File: src/rtl/conway_pkg.sv
// Shared types and sizes for the Conway display/step controller.
package conway_pkg;

    typedef enum logic {
        SCAN_BLANK = 1'b0,
        SCAN_DRIVE = 1'b1
    } scan_state_t;

    localparam int GRID_ROWS = 8;
    localparam int GRID_COLS = 8;
    localparam int GEN_W     = 16;

endpackage

File: src/rtl/conway_matrix_scanner_if.sv
// Bundle between the Conway core / LED matrix side and the scanner.
interface conway_matrix_scanner_if;
    import conway_pkg::*;

    logic [GRID_ROWS*GRID_COLS-1:0] grid_state;
    logic                           run;
    logic                           step_req;
    logic [GRID_ROWS-1:0]           row_sel;
    logic [GRID_COLS-1:0]           col_data;
    logic                           clk_en;
    logic                           frame_done;
    logic [GEN_W-1:0]               gen_count;

    modport master (
        output grid_state, run, step_req,
        input  row_sel, col_data, clk_en, frame_done, gen_count
    );

    modport slave (
        input  grid_state, run, step_req,
        output row_sel, col_data, clk_en, frame_done, gen_count
    );

endinterface

File: src/rtl/conway_matrix_scanner_rise_detect.sv
// One-cycle pulse on each rising edge of a level input.
module rise_detect (
    input  logic clk,
    input  logic reset,
    input  logic din,
    output logic rise
);

    logic din_p0;

    always_ff @(posedge clk or posedge reset) begin
        if (reset) din_p0 <= 1'b0;
        else       din_p0 <= din;
    end

    assign rise = din & ~din_p0;

endmodule

File: src/rtl/conway_matrix_scanner.sv
// Row-multiplexed LED scanner for the 8x8 Conway core; also paces generations
// through a registered clk_en pulse issued only at frame boundaries.
module conway_matrix_scanner
    import conway_pkg::*;
#(
    parameter int ROW_DWELL      = 1000,
    parameter int BLANK_CYCLES   = 4,
    parameter int FRAMES_PER_GEN = 30
) (
    input  logic                    clk,
    input  logic                    reset,
    conway_matrix_scanner_if.slave  bus
);

    localparam int CNT_MAX = (ROW_DWELL > BLANK_CYCLES) ? ROW_DWELL : BLANK_CYCLES;
    localparam int CNT_W   = $clog2(CNT_MAX + 1);
    localparam int FRM_W   = $clog2(FRAMES_PER_GEN + 1);
    localparam int ROW_W   = $clog2(GRID_ROWS);

    localparam logic [CNT_W-1:0] BLANK_LAST = CNT_W'(BLANK_CYCLES - 1);
    localparam logic [CNT_W-1:0] DRIVE_LAST = CNT_W'(ROW_DWELL - 1);
    localparam logic [FRM_W-1:0] FRAME_LAST = FRM_W'(FRAMES_PER_GEN - 1);
    localparam logic [ROW_W-1:0] ROW_FIRST  = '0;
    localparam logic [ROW_W-1:0] ROW_LAST   = ROW_W'(GRID_ROWS - 1);

    scan_state_t                    state_q, state_d;
    logic [ROW_W-1:0]               row_q, row_d;
    logic [CNT_W-1:0]               cnt_q, cnt_d;
    logic                           frame_end;
    logic                           snap_load;

    logic [GRID_ROWS*GRID_COLS-1:0] snap_q;
    logic [FRM_W-1:0]               frame_cnt_q;
    logic                           step_pend_q;
    logic                           step_rise;
    logic                           last_frame;
    logic                           fire_run;
    logic                           fire_step;
    logic                           clk_en_p0;
    logic                           frame_done_p0;
    logic [GEN_W-1:0]               gen_q;

    rise_detect u_step_edge (
        .clk   (clk),
        .reset (reset),
        .din   (bus.step_req),
        .rise  (step_rise)
    );

    always_ff @(posedge clk or posedge reset) begin
        if (reset) begin
            state_q <= SCAN_BLANK;
            row_q   <= '0;
            cnt_q   <= '0;
        end else begin
            state_q <= state_d;
            row_q   <= row_d;
            cnt_q   <= cnt_d;
        end
    end

    always_comb begin
        state_d   = state_q;
        row_d     = row_q;
        cnt_d     = cnt_q + 1'b1;
        frame_end = 1'b0;
        snap_load = 1'b0;
        case (state_q)
            SCAN_BLANK: begin
                if (cnt_q == BLANK_LAST) begin
                    state_d   = SCAN_DRIVE;
                    cnt_d     = '0;
                    snap_load = (row_q == ROW_FIRST);
                end
            end
            SCAN_DRIVE: begin
                if (cnt_q == DRIVE_LAST) begin
                    state_d   = SCAN_BLANK;
                    cnt_d     = '0;
                    row_d     = row_q + 1'b1;
                    frame_end = (row_q == ROW_LAST);
                end
            end
            default: begin
                state_d = SCAN_BLANK;
            end
        endcase
    end

    // Step decisions are made on the edge entering row 0 BLANK, so clk_en
    // lands in the same cycle as frame_done.
    assign last_frame = (frame_cnt_q == FRAME_LAST);
    assign fire_run   = frame_end &  bus.run & last_frame;
    assign fire_step  = frame_end & ~bus.run & step_pend_q;

    always_ff @(posedge clk or posedge reset) begin
        if (reset) begin
            snap_q        <= '0;
            frame_cnt_q   <= '0;
            step_pend_q   <= 1'b0;
            clk_en_p0     <= 1'b0;
            frame_done_p0 <= 1'b0;
            gen_q         <= '0;
        end else begin
            frame_done_p0 <= frame_end;
            clk_en_p0     <= fire_run | fire_step;
            if (clk_en_p0)
                gen_q <= gen_q + 1'b1;
            if (!bus.run)
                frame_cnt_q <= '0;
            else if (frame_end)
                frame_cnt_q <= last_frame ? '0 : frame_cnt_q + 1'b1;
            // A new edge wins over a concurrent clear so it carries to the next frame.
            if (step_rise && !bus.run)
                step_pend_q <= 1'b1;
            else if (fire_step)
                step_pend_q <= 1'b0;
            if (snap_load)
                snap_q <= bus.grid_state;
        end
    end

    assign bus.row_sel    = (state_q == SCAN_DRIVE) ? ({{(GRID_ROWS-1){1'b0}}, 1'b1} << row_q) : '0;
    assign bus.col_data   = (state_q == SCAN_DRIVE) ? snap_q[{row_q, 3'b000} +: GRID_COLS] : '0;
    assign bus.clk_en     = clk_en_p0;
    assign bus.frame_done = frame_done_p0;
    assign bus.gen_count  = gen_q;

endmodule

File: src/flat_wrapper.sv
// flat-port wrapper written by rule: the top's interface ports become plain ports
module conway_matrix_scanner_flat import conway_pkg::*;
#(
    parameter int ROW_DWELL      = 1000,
    parameter int BLANK_CYCLES   = 4,
    parameter int FRAMES_PER_GEN = 30
)
  (clk, reset, bus_grid_state, bus_run, bus_step_req, bus_row_sel, bus_col_data, bus_clk_en, bus_frame_done, bus_gen_count);
  conway_matrix_scanner_if bus_i ();
  input  logic clk;
  input  logic reset;
  input wire logic [$bits(bus_i.grid_state)-1:0] bus_grid_state;
  input wire logic [$bits(bus_i.run)-1:0] bus_run;
  input wire logic [$bits(bus_i.step_req)-1:0] bus_step_req;
  output wire logic [$bits(bus_i.row_sel)-1:0] bus_row_sel;
  output wire logic [$bits(bus_i.col_data)-1:0] bus_col_data;
  output wire logic [$bits(bus_i.clk_en)-1:0] bus_clk_en;
  output wire logic [$bits(bus_i.frame_done)-1:0] bus_frame_done;
  output wire logic [$bits(bus_i.gen_count)-1:0] bus_gen_count;
  assign bus_i.grid_state = bus_grid_state;
  assign bus_i.run = bus_run;
  assign bus_i.step_req = bus_step_req;
  assign bus_row_sel = bus_i.row_sel;
  assign bus_col_data = bus_i.col_data;
  assign bus_clk_en = bus_i.clk_en;
  assign bus_frame_done = bus_i.frame_done;
  assign bus_gen_count = bus_i.gen_count;
  conway_matrix_scanner #(.ROW_DWELL(ROW_DWELL), .BLANK_CYCLES(BLANK_CYCLES), .FRAMES_PER_GEN(FRAMES_PER_GEN)) u_core (.clk(clk), .reset(reset), .bus(bus_i));
endmodule
File: config.mk
export PLATFORM = sky130hd
export DESIGN_NAME = conway_matrix_scanner_flat
export DESIGN_NICKNAME = d
export VERILOG_FILES = /design/src/rtl/conway_pkg.sv /design/src/rtl/conway_matrix_scanner_if.sv /design/src/rtl/conway_matrix_scanner_rise_detect.sv /design/src/rtl/conway_matrix_scanner.sv /design/src/flat_wrapper.sv
export SDC_FILE = /design/constraint.sdc
export NUM_CORES = 1
export LEC_CHECK = 0
export BUFFER_PORTS_ARGS = -buffer_cell sky130_fd_sc_hd__buf_4
export CORE_UTILIZATION = 45
export CTS_CLUSTER_SIZE = 8
export DETAILED_ROUTE_END_ITERATION = 6
export PLACE_DENSITY = 0.79
export SETUP_SLACK_MARGIN = 0.4
export SKIP_LAST_GASP = 1
export SLEW_MARGIN = 10
export SYNTH_ARGS = -nofsm -noshare
export SYNTH_HDL_FRONTEND = slang
export SYNTH_SLANG_ARGS = --single-unit
File: constraint.sdc
create_clock -name clk -period 7.87 [get_ports clk]
set_input_delay 1.574 -clock clk [delete_from_list [all_inputs] [get_ports clk]]
set_output_delay 1.574 -clock clk [all_outputs]
set_load 0.02 [all_outputs]
Word level (Yosys, flattened, before mapping). Cells that the tools add are included. Widths: inputs -> output; s select.

Register bits after elaboration: 103. Latch bits: 0. Memory bits (writable): 0. ROM bits: 0. Input bits: 68. Word-level logic and storage cells: 52. Memories kept: 0.

Add/sub/neg operators: 4. Multipliers: 0. Div/mod/pow operators: 0. Magnitude comparators: 0. Eq/ne operators: 5. Shift-type cells: 2. Muxes and demuxes: 17. Bitwise operators: 9. Reduce and logical (&&, ||, !) cells: 5.

Operator list (count): $shiftx 64x7->8 (1); $mux 10 (2); $pmux 10 s2 (1); $add 16x1->16 const B (1); $mux 8 (2); $mux 5 (3); $add 10x1->10 const B (1); $eq 10x10->1 const B (1); $eq 10x2->1 const B (1); $mux 1 (8); $shl 1x3->8 const A (1); $add 5x1->5 const B (1); $and 1x1->1 (5); $eq 5x5->1 const B (1); $add 3x1->3 const B (1); $eq 3x3->1 const B (1); $logic_not 3->1 (1); $not 1->1 (3); $ne 2x1->1 const B (1); $pmux 1 s2 (1); $reduce_and 2->1 (1); $reduce_bool 2->1 (1); $logic_and 1x1->1 (1); $logic_not 1->1 (1); $or 1x1->1 (1).

Depth between registers and ports, before layout.
Depth in word-level cells: 7. Depth in mapped cells: 8.

By module. From an unflattened synthesis, not the netlist that was laid out.

Cell total of the unflattened synthesis: 364. Area, all modules: 5053.6 um^2.

Modules (own cells, without submodules): conway_matrix_scanner (times used 1, cells an instance 361, area each 5011.1 um^2, sequential area each 2552.4 um^2); rise_detect (times used 1, cells an instance 3, area each 42.5 um^2, sequential area each 25.0 um^2).

Worst setup path before layout. Ideal clock, no wire load.

Kind: register to output. Start: reg u_core.row_q[0]. End: out bus_col_data[0]. Arrival: 1570 ps. Slack: 4726 ps. Stages on the path, launching flop included: 6. Path buffers: 2. Cells stage by stage: dfrtp_1 > buf_2 > buf_4 > mux4_2 > nand2_1 > a21oi_1.

Longest elaborated chain between the ends: 2.

RTL lines: start, declared (RTL line conway_matrix_scanner.sv:27) `logic [ROW_W-1:0] row_q, row_d;`; start signal, assigned (RTL line conway_matrix_scanner.sv:57) `row_q <= row_d;`; $shiftx 64x7->8 (RTL line conway_matrix_scanner.sv:124) `assign bus.col_data = (state_q == SCAN_DRIVE) ? snap_q[{row_q, 3'b000} +: GRID_COLS] : '0;`; $mux 8 (RTL line conway_matrix_scanner.sv:124); end, declared (RTL line flat_wrapper.sv:16) `output wire logic [$bits(bus_i.col_data)-1:0] bus_col_data;`.

Every way passes these cells.

Worst setup path in the final report.
Start: reg u_core.row_q[0]. End: out bus_col_data[2].

The elaborated chain is that of the path after synthesis.

==> results.sh <==
export IMPL_wl_per_cell_um=17.2
export IMPL_reg2reg_setup_slack_ns=4.79
export IMPL_holdCritPathClass="reg2reg"
export IMPL_met2_usage=0.318
export IMPL_syn_nets=443
export IMPL_area_growth_pct=20.2
export IMPL_path_max_fanout=20
export IMPL_hold_buffers=0
export IMPL_finalWeightedCongestion=0.786
export IMPL_post_cts_setup_buffers=0
export IMPL_fin_area_mm2=0.00608
export IMPL_relSlewSlack=0.255
export IMPL_setup_slack_ns=3.90
export IMPL_timing_final_crit_share=0.504
export IMPL_rsz0062_at_grt="false"
export IMPL_synth_seq_cells=103
export IMPL_cts_buffers_inserted=9
export IMPL_fp_dieArea_mm2=0.0117
export IMPL_num_io_pins=102
export IMPL_grt_use_met3=0.0392
export IMPL_drc=0
export IMPL_setup_viol=0
export IMPL_min_period_ns=3.97
export IMPL_clockBufferDepth=2
export IMPL_start_kind="flop"
export IMPL_clock_sinks=103
export IMPL_worst_pin_slew_ns=1.12
export IMPL_track_usage=0.192
export IMPL_cts_tree="done"
export IMPL_die_w_um=108
export IMPL_dpl_cell_area_mm2=0.00588
export IMPL_drtPass1Iterations=5
export IMPL_synth_yosys_seq_area_share=0.509
export IMPL_cts_root_buf="clkbuf_8"
export IMPL_start_util=0.465
export IMPL_finClkSkew_ns=0.0111
export IMPL_grt_pass1_vias=3272
export IMPL_clk_pin_slew_ns=0.10
export IMPL_nNetsFinal=539
export IMPL_yosys_warnings=0
export IMPL_status="finished, final reports clean"
export IMPL_crit_arrival_ns=2.39
export IMPL_drv_slew=0
export IMPL_final_layout_size_suffix_gt1_frac=0.429
export IMPL_num_rows=38
export IMPL_post_drt_via_cell_ratio=5.26
export IMPL_rr_worst_depth=5
export IMPL_ys_async_sr_fraction=1.00
export IMPL_cp_end_kind="output port"
export IMPL_synth_ff_type="dfrtp_1"
export IMPL_dp_cells=590
export IMPL_synth_area_mm2=0.00506
export IMPL_fin_cells=606
export IMPL_fmax_mhz=252
export IMPL_ant_nets=0
export IMPL_grt_pass1_wl_um=16400
export IMPL_drt_iter0_drc=139
export IMPL_die_y_um=108
export IMPL_portBuffers=101
export IMPL_hold_depth=1
export IMPL_power_density_mw_per_mm2=161
export IMPL_timing_max_cap_violations=0
export IMPL_wl_um=10400
export IMPL_irDropWorstVdd_uv=93.6
export IMPL_use_met1=0.237
export IMPL_gr_max_usage_layer="met2"
export IMPL_num_vias=3186
export IMPL_grt_max_degree=67
export IMPL_cts_resized=0
export IMPL_p_leak_nw=2.98
export IMPL_hold_viol=0
export IMPL_clock_latency_ns=0.37
export IMPL_synth_cell_types=39
export IMPL_synth_edf_count=0
export IMPL_dp_slack_ns=4.27
export IMPL_overflow=0
export IMPL_synthCells=365
export IMPL_dp_hpwl_um=7600
export IMPL_cts_max_level=3
export IMPL_antenna_cells=0
export IMPL_critPathRequiredTime_ns=6.30
export IMPL_hold_ws_ns=0.483
export IMPL_worstSetupPathType="reg2out"
export IMPL_coreArea_mm2=0.0109
export IMPL_syn_avg_cell_area_um2=13.9
export IMPL_antenna_found_initial=0
export IMPL_finalSetupTns_ns=0
[through the flow]
stage	utilization	total power, mW
detailed placement	0.540	0.649
CTS	0.559	0.994
global placement	0.540	0.646
floorplan	-	0.605
global route	0.559	1.02
finish	0.559	0.982
[cells in the final DEF, fill, tap and decap left out, types with 2 or more instances in the layout]
cell	n
and4_1	4
a21boi_1	4
nor2_1	18
xnor2_1	18
inv_1	8
mux2i_1	2
dfrtp_1	103
xor2_1	6
and3_1	9
or3_1	2
clkinv_1	2
mux2_4	60
o21ai_0	2
nand3_1	12
mux2_1	5
mux4_2	16
a21oi_1	8
ha_1	10
clkbuf_8	10
buf_4	103
nand2_1	30
nand4_1	6
clkinv_4	2
nor3_1	5
and2_1	3
[where the power goes]
part / leakage, nW / internal (mW) / switching [mW]
Clock: 0.102 / 0.159 / 0.186
Sequential: 1.26 / 0.546 / 0.0124
Combinational: 1.62 / 0.0514 / 0.0275
Total: 2.98 / 0.757 / 0.225
[final timing paths]
check	start	endpoint
worst max-delay path	u_core.row_q[0]$_DFFE_PP0P_	bus_col_data[2]
worst min-delay path	u_core.bus.gen_count[15]$_DFFE_PP0P_	u_core.bus.gen_count[15]$_DFFE_PP0P_
worst max register to register	u_core.row_q[0]$_DFFE_PP0P_	u_core.snap_q[60]$_DFFE_PP0P_
worst min register to register	u_core.bus.gen_count[15]$_DFFE_PP0P_	u_core.bus.gen_count[15]$_DFFE_PP0P_
max in group asynchronous	reset	u_core.snap_q[8]$_DFFE_PP0P_
min in group asynchronous	reset	u_core.bus.gen_count[15]$_DFFE_PP0P_
[logic make-up after synthesis]
family | share of synthesized area
AO/OA/AOI/OAI | 0.0225
AND/OR/NAND/NOR | 0.0999
flip-flops | 0.509
multiplexers | 0.267
buffers and inverters | 0.0356
XOR/XNOR | 0.0415
adder cells (fa/ha/maj) | 0.0247
[registers in the layout, summed over array words and instances, names as in the netlist]
signal and cells:
u_core.bus.clk_en 1, u_core.bus.frame_done 1, u_core.bus.gen_count 16, u_core.cnt_q 10, u_core.frame_cnt_q 5, u_core.row_q 3
u_core.snap_q 64, u_core.state_q 1, u_core.step_pend_q 1, u_core.u_step_edge.din_p0 1
[metal layers]
metal / up-vias / part of all wire
met3: 25 / 0.048
met4: 0 / 0.034
met1: 1577 / 0.42
li1: 1479 / -
met2: 105 / 0.50
met5: - / 0
[final cells by class]
class,count,area [um2]
repair buffers,103,773
clock buffers,11,141
flip-flops and latches,103,2580
well taps,140,175
inverters,12,47.5
multi-input cells,232,2300
fillers,884,4800
clock inverters,5,66.3
[synth_stat cells (6+ instances only)]
cell      count  area share
dfrtp_1     103        0.51
mux2_4       60        0.18
nand2_1      30       0.022
nor2_1       18       0.013
xnor2_1      18       0.031
mux4_2       16       0.071
nand3_1      12       0.012
ha_1         10       0.025
and3_1        9       0.011
inv_1         9      0.0067
a21oi_1       8      0.0079
buf_6         8       0.018
clkbuf_1      6      0.0044
nand4_1       6      0.0074
xor2_1        6       0.010
[critical path, stage by stage, from the launching register on]
cell and delay (ns):
dfrtp_1 1.07, mux4_2 0.61, nand2_1 0.10, a21oi_1 0.08, buf_4 0.16
Note: power is estimated with default switching activity, not from simulation.
